===== src/rtl/daq_cmd_pkg.sv =====
// Shared command codes, pending-bit layout and FSM encoding for the DAQ command sequencer.
package daq_cmd_pkg;

  localparam logic [3:0] CMD_RESET_DIF   = 4'h0;
  localparam logic [3:0] CMD_RESET_BCID  = 4'h1;
  localparam logic [3:0] CMD_START_ACQ   = 4'h2;
  localparam logic [3:0] CMD_RAMFULL_EXT = 4'h3;
  localparam logic [3:0] CMD_STOP_ACQ    = 4'h5;
  localparam logic [3:0] CMD_IDLE        = 4'hE;

  // Lower index means higher dispatch priority.
  localparam int NUM_CMDS    = 5;
  localparam int PB_RST_DIF  = 0;
  localparam int PB_RST_BCID = 1;
  localparam int PB_RAMFULL  = 2;
  localparam int PB_STOP     = 3;
  localparam int PB_START    = 4;

  typedef enum logic [1:0] {
    ST_IDLE = 2'd0,
    ST_SEND = 2'd1,
    ST_GAP  = 2'd2
  } state_t;

  function automatic logic [NUM_CMDS-1:0] code_to_mask(input logic [3:0] code);
    logic [NUM_CMDS-1:0] m;
    m = '0;
    case (code)
      CMD_RESET_DIF:   m[PB_RST_DIF]  = 1'b1;
      CMD_RESET_BCID:  m[PB_RST_BCID] = 1'b1;
      CMD_START_ACQ:   m[PB_START]    = 1'b1;
      CMD_RAMFULL_EXT: m[PB_RAMFULL]  = 1'b1;
      CMD_STOP_ACQ:    m[PB_STOP]     = 1'b1;
      default:         m = '0;
    endcase
    return m;
  endfunction

  function automatic logic [3:0] idx_to_code(input int idx);
    logic [3:0] c;
    case (idx)
      PB_RST_DIF:  c = CMD_RESET_DIF;
      PB_RST_BCID: c = CMD_RESET_BCID;
      PB_RAMFULL:  c = CMD_RAMFULL_EXT;
      PB_STOP:     c = CMD_STOP_ACQ;
      PB_START:    c = CMD_START_ACQ;
      default:     c = CMD_IDLE;
    endcase
    return c;
  endfunction

endpackage


===== src/rtl/daq_cmd_sequencer_if.sv =====
// HPS request strobe plus command-bus and status signals of the DAQ command sequencer.
interface daq_cmd_sequencer_if;
  import daq_cmd_pkg::*;

  logic                h2f_cmd_req;
  logic [3:0]          h2f_cmd_code;
  logic [3:0]          cmd_code;
  logic                cmd_busy;
  logic [NUM_CMDS-1:0] pending;
  logic                acq_running;
  logic                err_illegal;
  logic [7:0]          drop_cnt;
  logic                restart_pending;

  modport master (
    output h2f_cmd_req, h2f_cmd_code,
    input  cmd_code, cmd_busy, pending, acq_running, err_illegal, drop_cnt, restart_pending
  );

  modport slave (
    input  h2f_cmd_req, h2f_cmd_code,
    output cmd_code, cmd_busy, pending, acq_running, err_illegal, drop_cnt, restart_pending
  );

endinterface


===== src/rtl/daq_cmd_prio_arb.sv =====
// Fixed-priority pick over the pending mask: one-hot grant and its command code.
// Purely combinational; no handshake, an empty mask yields grant=0 and the idle code.
module daq_cmd_prio_arb
  import daq_cmd_pkg::*;
(
  input  logic [NUM_CMDS-1:0] req,
  output logic [NUM_CMDS-1:0] grant,
  output logic [3:0]          code
);

  // Scan from lowest priority upward so the highest-priority request lands last.
  always_comb begin
    grant = '0;
    code  = CMD_IDLE;
    for (int i = NUM_CMDS - 1; i >= 0; i--) begin
      if (req[i]) begin
        grant    = '0;
        grant[i] = 1'b1;
        code     = idx_to_code(i);
      end
    end
  end

endmodule


===== src/rtl/daq_cmd_sequencer.sv =====
// Queues HPS commands (one per kind), dispatches by priority onto cmd_code with hold/gap framing.
// Latency: request at edge k drives cmd_code from edge k+1 when idle; optional DAQ_AUTO_RESTART_EN.
// No backpressure: duplicate, illegal or redundant-start requests are dropped and counted.
module daq_cmd_sequencer
  import daq_cmd_pkg::*;
#(
  parameter int CMD_HOLD      = 2,
  parameter int GAP_CYCLES    = 4,
  parameter int RESTART_DELAY = 1000
) (
  input  logic                clk_50,
  input  logic                rst,
  daq_cmd_sequencer_if.slave  bus
);

  localparam int HCNT_W = (CMD_HOLD > 1) ? $clog2(CMD_HOLD) : 1;
  localparam int GCNT_W = (GAP_CYCLES > 1) ? $clog2(GAP_CYCLES) : 1;

  state_t              state_q, state_d;
  logic [HCNT_W-1:0]   hcnt_q, hcnt_d;
  logic [GCNT_W-1:0]   gcnt_q, gcnt_d;
  logic [3:0]          cmd_code_q, cmd_code_d;
  logic [NUM_CMDS-1:0] pending_q, pending_d;
  logic                acq_running_q, acq_running_d;
  logic                err_illegal_q, err_illegal_d;
  logic [7:0]          drop_cnt_q, drop_cnt_d;

  logic [NUM_CMDS-1:0] grant;
  logic [3:0]          grant_code;
  logic [NUM_CMDS-1:0] req_mask;
  logic [NUM_CMDS-1:0] clr_mask;
  logic [NUM_CMDS-1:0] set_mask;
  logic [NUM_CMDS-1:0] auto_set;
  logic                req_legal;
  logic                req_illegal;
  logic                dispatch;
  logic                merge;
  logic                start_block;
  logic                drop;

  daq_cmd_prio_arb u_arb (
    .req   (pending_q),
    .grant (grant),
    .code  (grant_code)
  );

  always_comb begin
    req_mask    = code_to_mask(bus.h2f_cmd_code);
    req_legal   = bus.h2f_cmd_req & (|req_mask);
    req_illegal = bus.h2f_cmd_req & ~(|req_mask);
    dispatch    = (state_q == ST_IDLE) & (|pending_q);
    clr_mask    = dispatch ? grant : '0;
    // A bit being dispatched on this edge is not a merge: the new request re-arms it.
    merge       = req_legal & (|(req_mask & pending_q & ~clr_mask));
    start_block = req_legal & req_mask[PB_START] & acq_running_q
                  & ~(|pending_q[PB_STOP:PB_RST_DIF]);
    drop        = req_illegal | merge | start_block;
    set_mask    = (req_legal & ~start_block) ? req_mask : '0;

    pending_d = pending_q & ~clr_mask;
    if (req_legal & req_mask[PB_RST_DIF]) begin
      pending_d[PB_START]   = 1'b0;
      pending_d[PB_STOP]    = 1'b0;
      pending_d[PB_RAMFULL] = 1'b0;
    end
    pending_d = pending_d | set_mask | auto_set;

    err_illegal_d = err_illegal_q | req_illegal;
    drop_cnt_d    = (drop && (drop_cnt_q != 8'hFF)) ? drop_cnt_q + 8'd1 : drop_cnt_q;
  end

  always_comb begin
    state_d       = state_q;
    hcnt_d        = hcnt_q;
    gcnt_d        = gcnt_q;
    cmd_code_d    = cmd_code_q;
    acq_running_d = acq_running_q;
    case (state_q)
      ST_IDLE: begin
        if (|pending_q) begin
          cmd_code_d    = grant_code;
          hcnt_d        = HCNT_W'(CMD_HOLD - 1);
          acq_running_d = grant[PB_START];
          state_d       = ST_SEND;
        end
      end
      ST_SEND: begin
        if (hcnt_q == '0) begin
          cmd_code_d = CMD_IDLE;
          gcnt_d     = GCNT_W'(GAP_CYCLES - 1);
          state_d    = ST_GAP;
        end else begin
          hcnt_d = hcnt_q - HCNT_W'(1);
        end
      end
      ST_GAP: begin
        if (gcnt_q == '0) begin
          state_d = ST_IDLE;
        end else begin
          gcnt_d = gcnt_q - GCNT_W'(1);
        end
      end
      default: begin
        cmd_code_d = CMD_IDLE;
        state_d    = ST_IDLE;
      end
    endcase
  end

  always_ff @(posedge clk_50) begin
    if (rst) begin
      state_q       <= ST_IDLE;
      hcnt_q        <= '0;
      gcnt_q        <= '0;
      cmd_code_q    <= CMD_IDLE;
      pending_q     <= '0;
      acq_running_q <= 1'b0;
      err_illegal_q <= 1'b0;
      drop_cnt_q    <= 8'd0;
    end else begin
      state_q       <= state_d;
      hcnt_q        <= hcnt_d;
      gcnt_q        <= gcnt_d;
      cmd_code_q    <= cmd_code_d;
      pending_q     <= pending_d;
      acq_running_q <= acq_running_d;
      err_illegal_q <= err_illegal_d;
      drop_cnt_q    <= drop_cnt_d;
    end
  end

`ifdef DAQ_AUTO_RESTART_EN
  localparam int RCNT_W = $clog2(RESTART_DELAY + 1);
  localparam logic [NUM_CMDS-1:0] CANCEL_MASK =
    NUM_CMDS'((1 << PB_STOP) | (1 << PB_RST_BCID) | (1 << PB_RST_DIF));

  logic [RCNT_W-1:0] rcnt_q, rcnt_d;
  logic              restart_q, restart_d;
  logic              cancel;

  always_comb begin
    rcnt_d    = rcnt_q;
    restart_d = restart_q;
    auto_set  = '0;
    cancel    = (req_legal & (|(req_mask & CANCEL_MASK)))
              | (dispatch & (|(grant & CANCEL_MASK)));
    if (cancel) begin
      restart_d = 1'b0;
    end else if (dispatch & grant[PB_RAMFULL] & acq_running_q) begin
      rcnt_d    = RCNT_W'(RESTART_DELAY);
      restart_d = 1'b1;
    end else if (restart_q) begin
      if (rcnt_q == '0) begin
        auto_set[PB_START] = 1'b1;
        restart_d          = 1'b0;
      end else begin
        rcnt_d = rcnt_q - RCNT_W'(1);
      end
    end
  end

  always_ff @(posedge clk_50) begin
    if (rst) begin
      rcnt_q    <= '0;
      restart_q <= 1'b0;
    end else begin
      rcnt_q    <= rcnt_d;
      restart_q <= restart_d;
    end
  end

  assign bus.restart_pending = restart_q;
`else
  logic unused_cfg;
  assign unused_cfg          = (RESTART_DELAY != 0);
  assign auto_set            = '0;
  assign bus.restart_pending = 1'b0;
`endif

  assign bus.cmd_code    = cmd_code_q;
  assign bus.pending     = pending_q;
  assign bus.acq_running = acq_running_q;
  assign bus.err_illegal = err_illegal_q;
  assign bus.drop_cnt    = drop_cnt_q;
  assign bus.cmd_busy    = (state_q != ST_IDLE) | (|pending_q);

endmodule


===== src/flat_wrapper.sv =====
// flat-port wrapper written by rule: the top's interface ports become plain ports
module daq_cmd_sequencer_flat import daq_cmd_pkg::*;
#(
  parameter int CMD_HOLD      = 2,
  parameter int GAP_CYCLES    = 4,
  parameter int RESTART_DELAY = 1000
)
  (clk_50, rst, bus_h2f_cmd_req, bus_h2f_cmd_code, bus_cmd_code, bus_cmd_busy, bus_pending, bus_acq_running, bus_err_illegal, bus_drop_cnt, bus_restart_pending);
  daq_cmd_sequencer_if bus_i ();
  input  logic clk_50;
  input  logic rst;
  input wire logic [$bits(bus_i.h2f_cmd_req)-1:0] bus_h2f_cmd_req;
  input wire logic [$bits(bus_i.h2f_cmd_code)-1:0] bus_h2f_cmd_code;
  output wire logic [$bits(bus_i.cmd_code)-1:0] bus_cmd_code;
  output wire logic [$bits(bus_i.cmd_busy)-1:0] bus_cmd_busy;
  output wire logic [$bits(bus_i.pending)-1:0] bus_pending;
  output wire logic [$bits(bus_i.acq_running)-1:0] bus_acq_running;
  output wire logic [$bits(bus_i.err_illegal)-1:0] bus_err_illegal;
  output wire logic [$bits(bus_i.drop_cnt)-1:0] bus_drop_cnt;
  output wire logic [$bits(bus_i.restart_pending)-1:0] bus_restart_pending;
  assign bus_i.h2f_cmd_req = bus_h2f_cmd_req;
  assign bus_i.h2f_cmd_code = bus_h2f_cmd_code;
  assign bus_cmd_code = bus_i.cmd_code;
  assign bus_cmd_busy = bus_i.cmd_busy;
  assign bus_pending = bus_i.pending;
  assign bus_acq_running = bus_i.acq_running;
  assign bus_err_illegal = bus_i.err_illegal;
  assign bus_drop_cnt = bus_i.drop_cnt;
  assign bus_restart_pending = bus_i.restart_pending;
  daq_cmd_sequencer #(.CMD_HOLD(CMD_HOLD), .GAP_CYCLES(GAP_CYCLES), .RESTART_DELAY(RESTART_DELAY)) u_core (.clk_50(clk_50), .rst(rst), .bus(bus_i));
endmodule

===== config.mk =====
export PLATFORM = sky130hd
export DESIGN_NAME = daq_cmd_sequencer_flat
export DESIGN_NICKNAME = d
export VERILOG_FILES = /design/src/rtl/daq_cmd_pkg.sv /design/src/rtl/daq_cmd_sequencer_if.sv /design/src/rtl/daq_cmd_prio_arb.sv /design/src/rtl/daq_cmd_sequencer.sv /design/src/flat_wrapper.sv
export SDC_FILE = /design/constraint.sdc
export NUM_CORES = 1
export LEC_CHECK = 0
export BUFFER_PORTS_ARGS = -buffer_cell sky130_fd_sc_hd__buf_2
export CAP_MARGIN = 25
export CORE_MARGIN = 2
export CORE_UTILIZATION = 45
export CTS_CLUSTER_DIAMETER = 40
export DETAILED_ROUTE_END_ITERATION = 10
export PLACE_DENSITY = 0.65
export SYNTH_ARGS = -nofsm -noshare
export SYNTH_HDL_FRONTEND = slang
export SYNTH_SLANG_ARGS = --single-unit

===== constraint.sdc =====
create_clock -name clk_50 -period 3.2 [get_ports clk_50]
set_input_delay 0.32 -clock clk_50 [delete_from_list [all_inputs] [get_ports clk_50]]
set_output_delay 0.32 -clock clk_50 [all_outputs]
set_load 0.05 [all_outputs]

==> results.cfg <==
[clock_network]
cts-root-buf = clkbuf_4
htree_num_levels = 1
ctsHoldBuffers = 0
clkSinkCount = 24
cts_buffer_depth = 2
cts_tree = yes
cts_buffers = 3
cts_resized = 0
cts_setup_buffers = 0
insertion_delay_ns = 0.32
clk_pin_slew_ns = 0.14

[pwr]
combPwrFrac_pct = 21.0
pwr-share-seq_pct = 47.6
power_frac_clock_pct = 31.5
total_power_mw = 0.707
internal_power_mw = 0.495
switching_share_pct = 30.0
p_sw_mw = 0.212
power.leakage_nw = 0.599
irDropWorstVdd_mv = 0.311
pwr_density_cell_mw_per_mm2 = 496

[sta]
hold_viol_final = 0
setup_tns_ns = 0
rsz0062_at_grt = false
timing.hold.ws_ns = 0.334
setup_violations = 0
final_max_slew_viol_count = 0
layout_min_cycle_time_ns = 2.28
fin_skew_ns = 0.00340
finalCritPeriodShare_pct = 71.1
max_freq_mhz = 439

[detailed_routing]
drtIter0Drc = 41
vias_per_cell = 5.78
ant_nets = 0
wire_per_inst_um = 13.0
vias = 1208
drt_wl_total_mm = 2.72
drc = 0
firstDrtPassIters = 4

[critical_path]
arrival_ns = 2.49
timing.critical_path.buf_inv = 0
max_stage_delay_ns = 0.64
crit_family = simple AND/OR/NAND/NOR gates
end_kind = flip-flop
crit_required_ns = 3.41
crit_type = reg -> reg
r2r_slack_ns = 0.92
r2r-start = u_core.state_q[1]
worst_path_max_delay_cell = or4_1
worstRegToRegCells = 6
cp_max_fo = 14
crit_path_cell_trace = or4_1, o211ai_1, nand4_1, o211ai_2, mux2i_1, nor2_1
start_kind = flip-flop
r2r_end = u_core.bus.drop_cnt[1]

[logic_synthesis]
netlist_top_cells_count = 24 x dfxtp_1, 19 x nor2_1, 16 x a21oi_1
avgSynthCellArea_um2 = 8.01
yosysTopAreaCellShare_pct = 38.0
synth-edff-count = 0
ys_types = 47
yosysWarnings = 0
synth_nets = 167
ys_async_sr_fraction_pct = 0
synth.cell_area_mm2 = 0.00126
yosysTopAreaCell = dfxtp_1
ys_ff_latch = 24
yosysMostFrequentCell = dfxtp_1
seq_area_frac_synth_pct = 38.0
synth_flop_cell = dfxtp_1
synthCells = 158
synthTopCellsByArea = dfxtp_1 38%, a21oi_1 6.3%, nor2_1 5.6%

[finish]
final_nets = 188
diodes = 0
syn_to_final_growth_pct = 12.8
final_cells = 209
drive_gt1_share_pct = 19.7

[placed_design]
globalplace.congestion = 0.740
portBuffers = 26
placedCellCount = 205
dp_hpwl_mm = 1.95

[floorplan]
dieArea_mm2 = 0.00325
core-area_mm2 = 0.00271
io_pins = 28
die_h_um = 57.0
num_rows = 19
die_x_um = 57.0
start_util_pct = 46.7

[min_path]
min_to = u_core.bus.err_illegal
hp-class = in -> reg
hold_depth = 3
min_from = bus_h2f_cmd_req

[run]
max_cap_violations = 0

[outcome]
outcome = complete, no violations

[global_routing]
grt_usage_pct = 17.5
grt_pass1_vias = 1100
grt_pass1_wl_mm = 4.63
antenna_found_initial = 0
gr-total-overflow = 0
grt_max_degree = 22
[layout make-up]
class,instances,area [um2]
Clock buffer,3,22.5
Clock inverter,1,30.0
Fill cell,283,1280
Inverter,9,33.8
Multi-Input combinational cell,115,691
Sequential cell,24,480
Tap cell,31,38.8
Timing Repair Buffer,26,130
[flip-flops by register name, summed over array words and instances (netlist names)]
name and count:
u_core.bus.acq_running 1, u_core.bus.cmd_code 4, u_core.bus.drop_cnt 8, u_core.bus.err_illegal 1
u_core.bus.pending 5, u_core.gcnt_q 2, u_core.hcnt_q 1, u_core.state_q 2
[cell families after synthesis]
group / count (synthesis) / synth area share (%)
buf+inv: 19 / 7.42
xor+xnor: 1 / 0.693
flops: 24 / 38.0
compound gates: 47 / 24.3
fa+ha+maj: 2 / 1.98
other cells: 1 / 0.296
mux: 3 / 2.37
simple gates: 61 / 24.9
[how the worst max path moves through the flow]
stage | from | slack (ns) | endpoint | depth (start not counted)
final | u_core.state_q[1] | 0.92 | u_core.bus.drop_cnt[1] | 6
after global routing | u_core.state_q[1] | 0.70 | u_core.bus.drop_cnt[1] | 6
after CTS | u_core.state_q[1] | 0.91 | u_core.bus.drop_cnt[1] | 6
after detailed placement | u_core.state_q[1] | 0.94 | u_core.bus.drop_cnt[1] | 6
after global placement | u_core.state_q[1] | 1.03 | u_core.bus.drop_cnt[1] | 6
after floorplan | u_core.bus.pending[2] | 0.85 | u_core.bus.drop_cnt[5] | 8
[metal layers]
metal / vias to the layer above / global-route usage, % / share of wire (%)
li1: 615 / - / -
met1: 555 / 22.0 / 48
met2: 36 / 30.0 / 47
met3: 2 / 2.27 / 5.2
met4: 0 / 7.64 / 0.70
met5: - / 0 / 0
[placed cells by master, fill, tap and decap left out, drive strengths merged, types with 2 or more instances in the layout]
| cell | netlist | layout |
|---|---|---|
| dfxtp | 24 | 24 |
| clkbuf | 6 | 3 |
| o22ai | 2 | 2 |
| o22a | 2 | 2 |
| o211ai | 2 | 2 |
| nor3 | 3 | 3 |
| o221a | 2 | 2 |
| or3 | 6 | 6 |
| or4 | 2 | 2 |
| nand4b | 2 | 2 |
| a2111oi | 2 | 2 |
| o21ai | 11 | 11 |
| inv | 9 | 9 |
| ha | 2 | 2 |
| nand2 | 13 | 13 |
| nand3 | 2 | 2 |
| a21oi | 16 | 16 |
| or2 | 3 | 3 |
| buf | 4 | 26 |
| nor2 | 19 | 19 |
| nand4 | 2 | 2 |
| nand2b | 2 | 2 |
| mux2i | 3 | 3 |
[per-stage QoR]
stage	setup slack (ns)	instance area, um2	utilization [%]
floorplan	0.854	1260	-
global placement	1.03	1370	50.7
detailed placement	0.936	1370	50.7
CTS	0.912	1430	52.6
global route	0.698	1430	52.6
finish	0.925	1430	52.6
[tightest hold or removal path: stages]
cell and delay [ns]:
buf_2 0.16, a21oi_1 0.08, nor2_1 0.07
[power by group through the flow]
| stage | Combinational, mW | Clock, mW | Sequential, mW |
|---|---|---|---|
| after global placement | 0.143 | 0 | 0.341 |
| after floorplan | 0.0977 | 0 | 0.362 |
| after detailed placement | 0.148 | 0 | 0.342 |
| after CTS | 0.148 | 0.230 | 0.336 |
| after global routing | 0.163 | 0.243 | 0.340 |
| final | 0.148 | 0.222 | 0.336 |
Power figures use the tool's default switching activity.
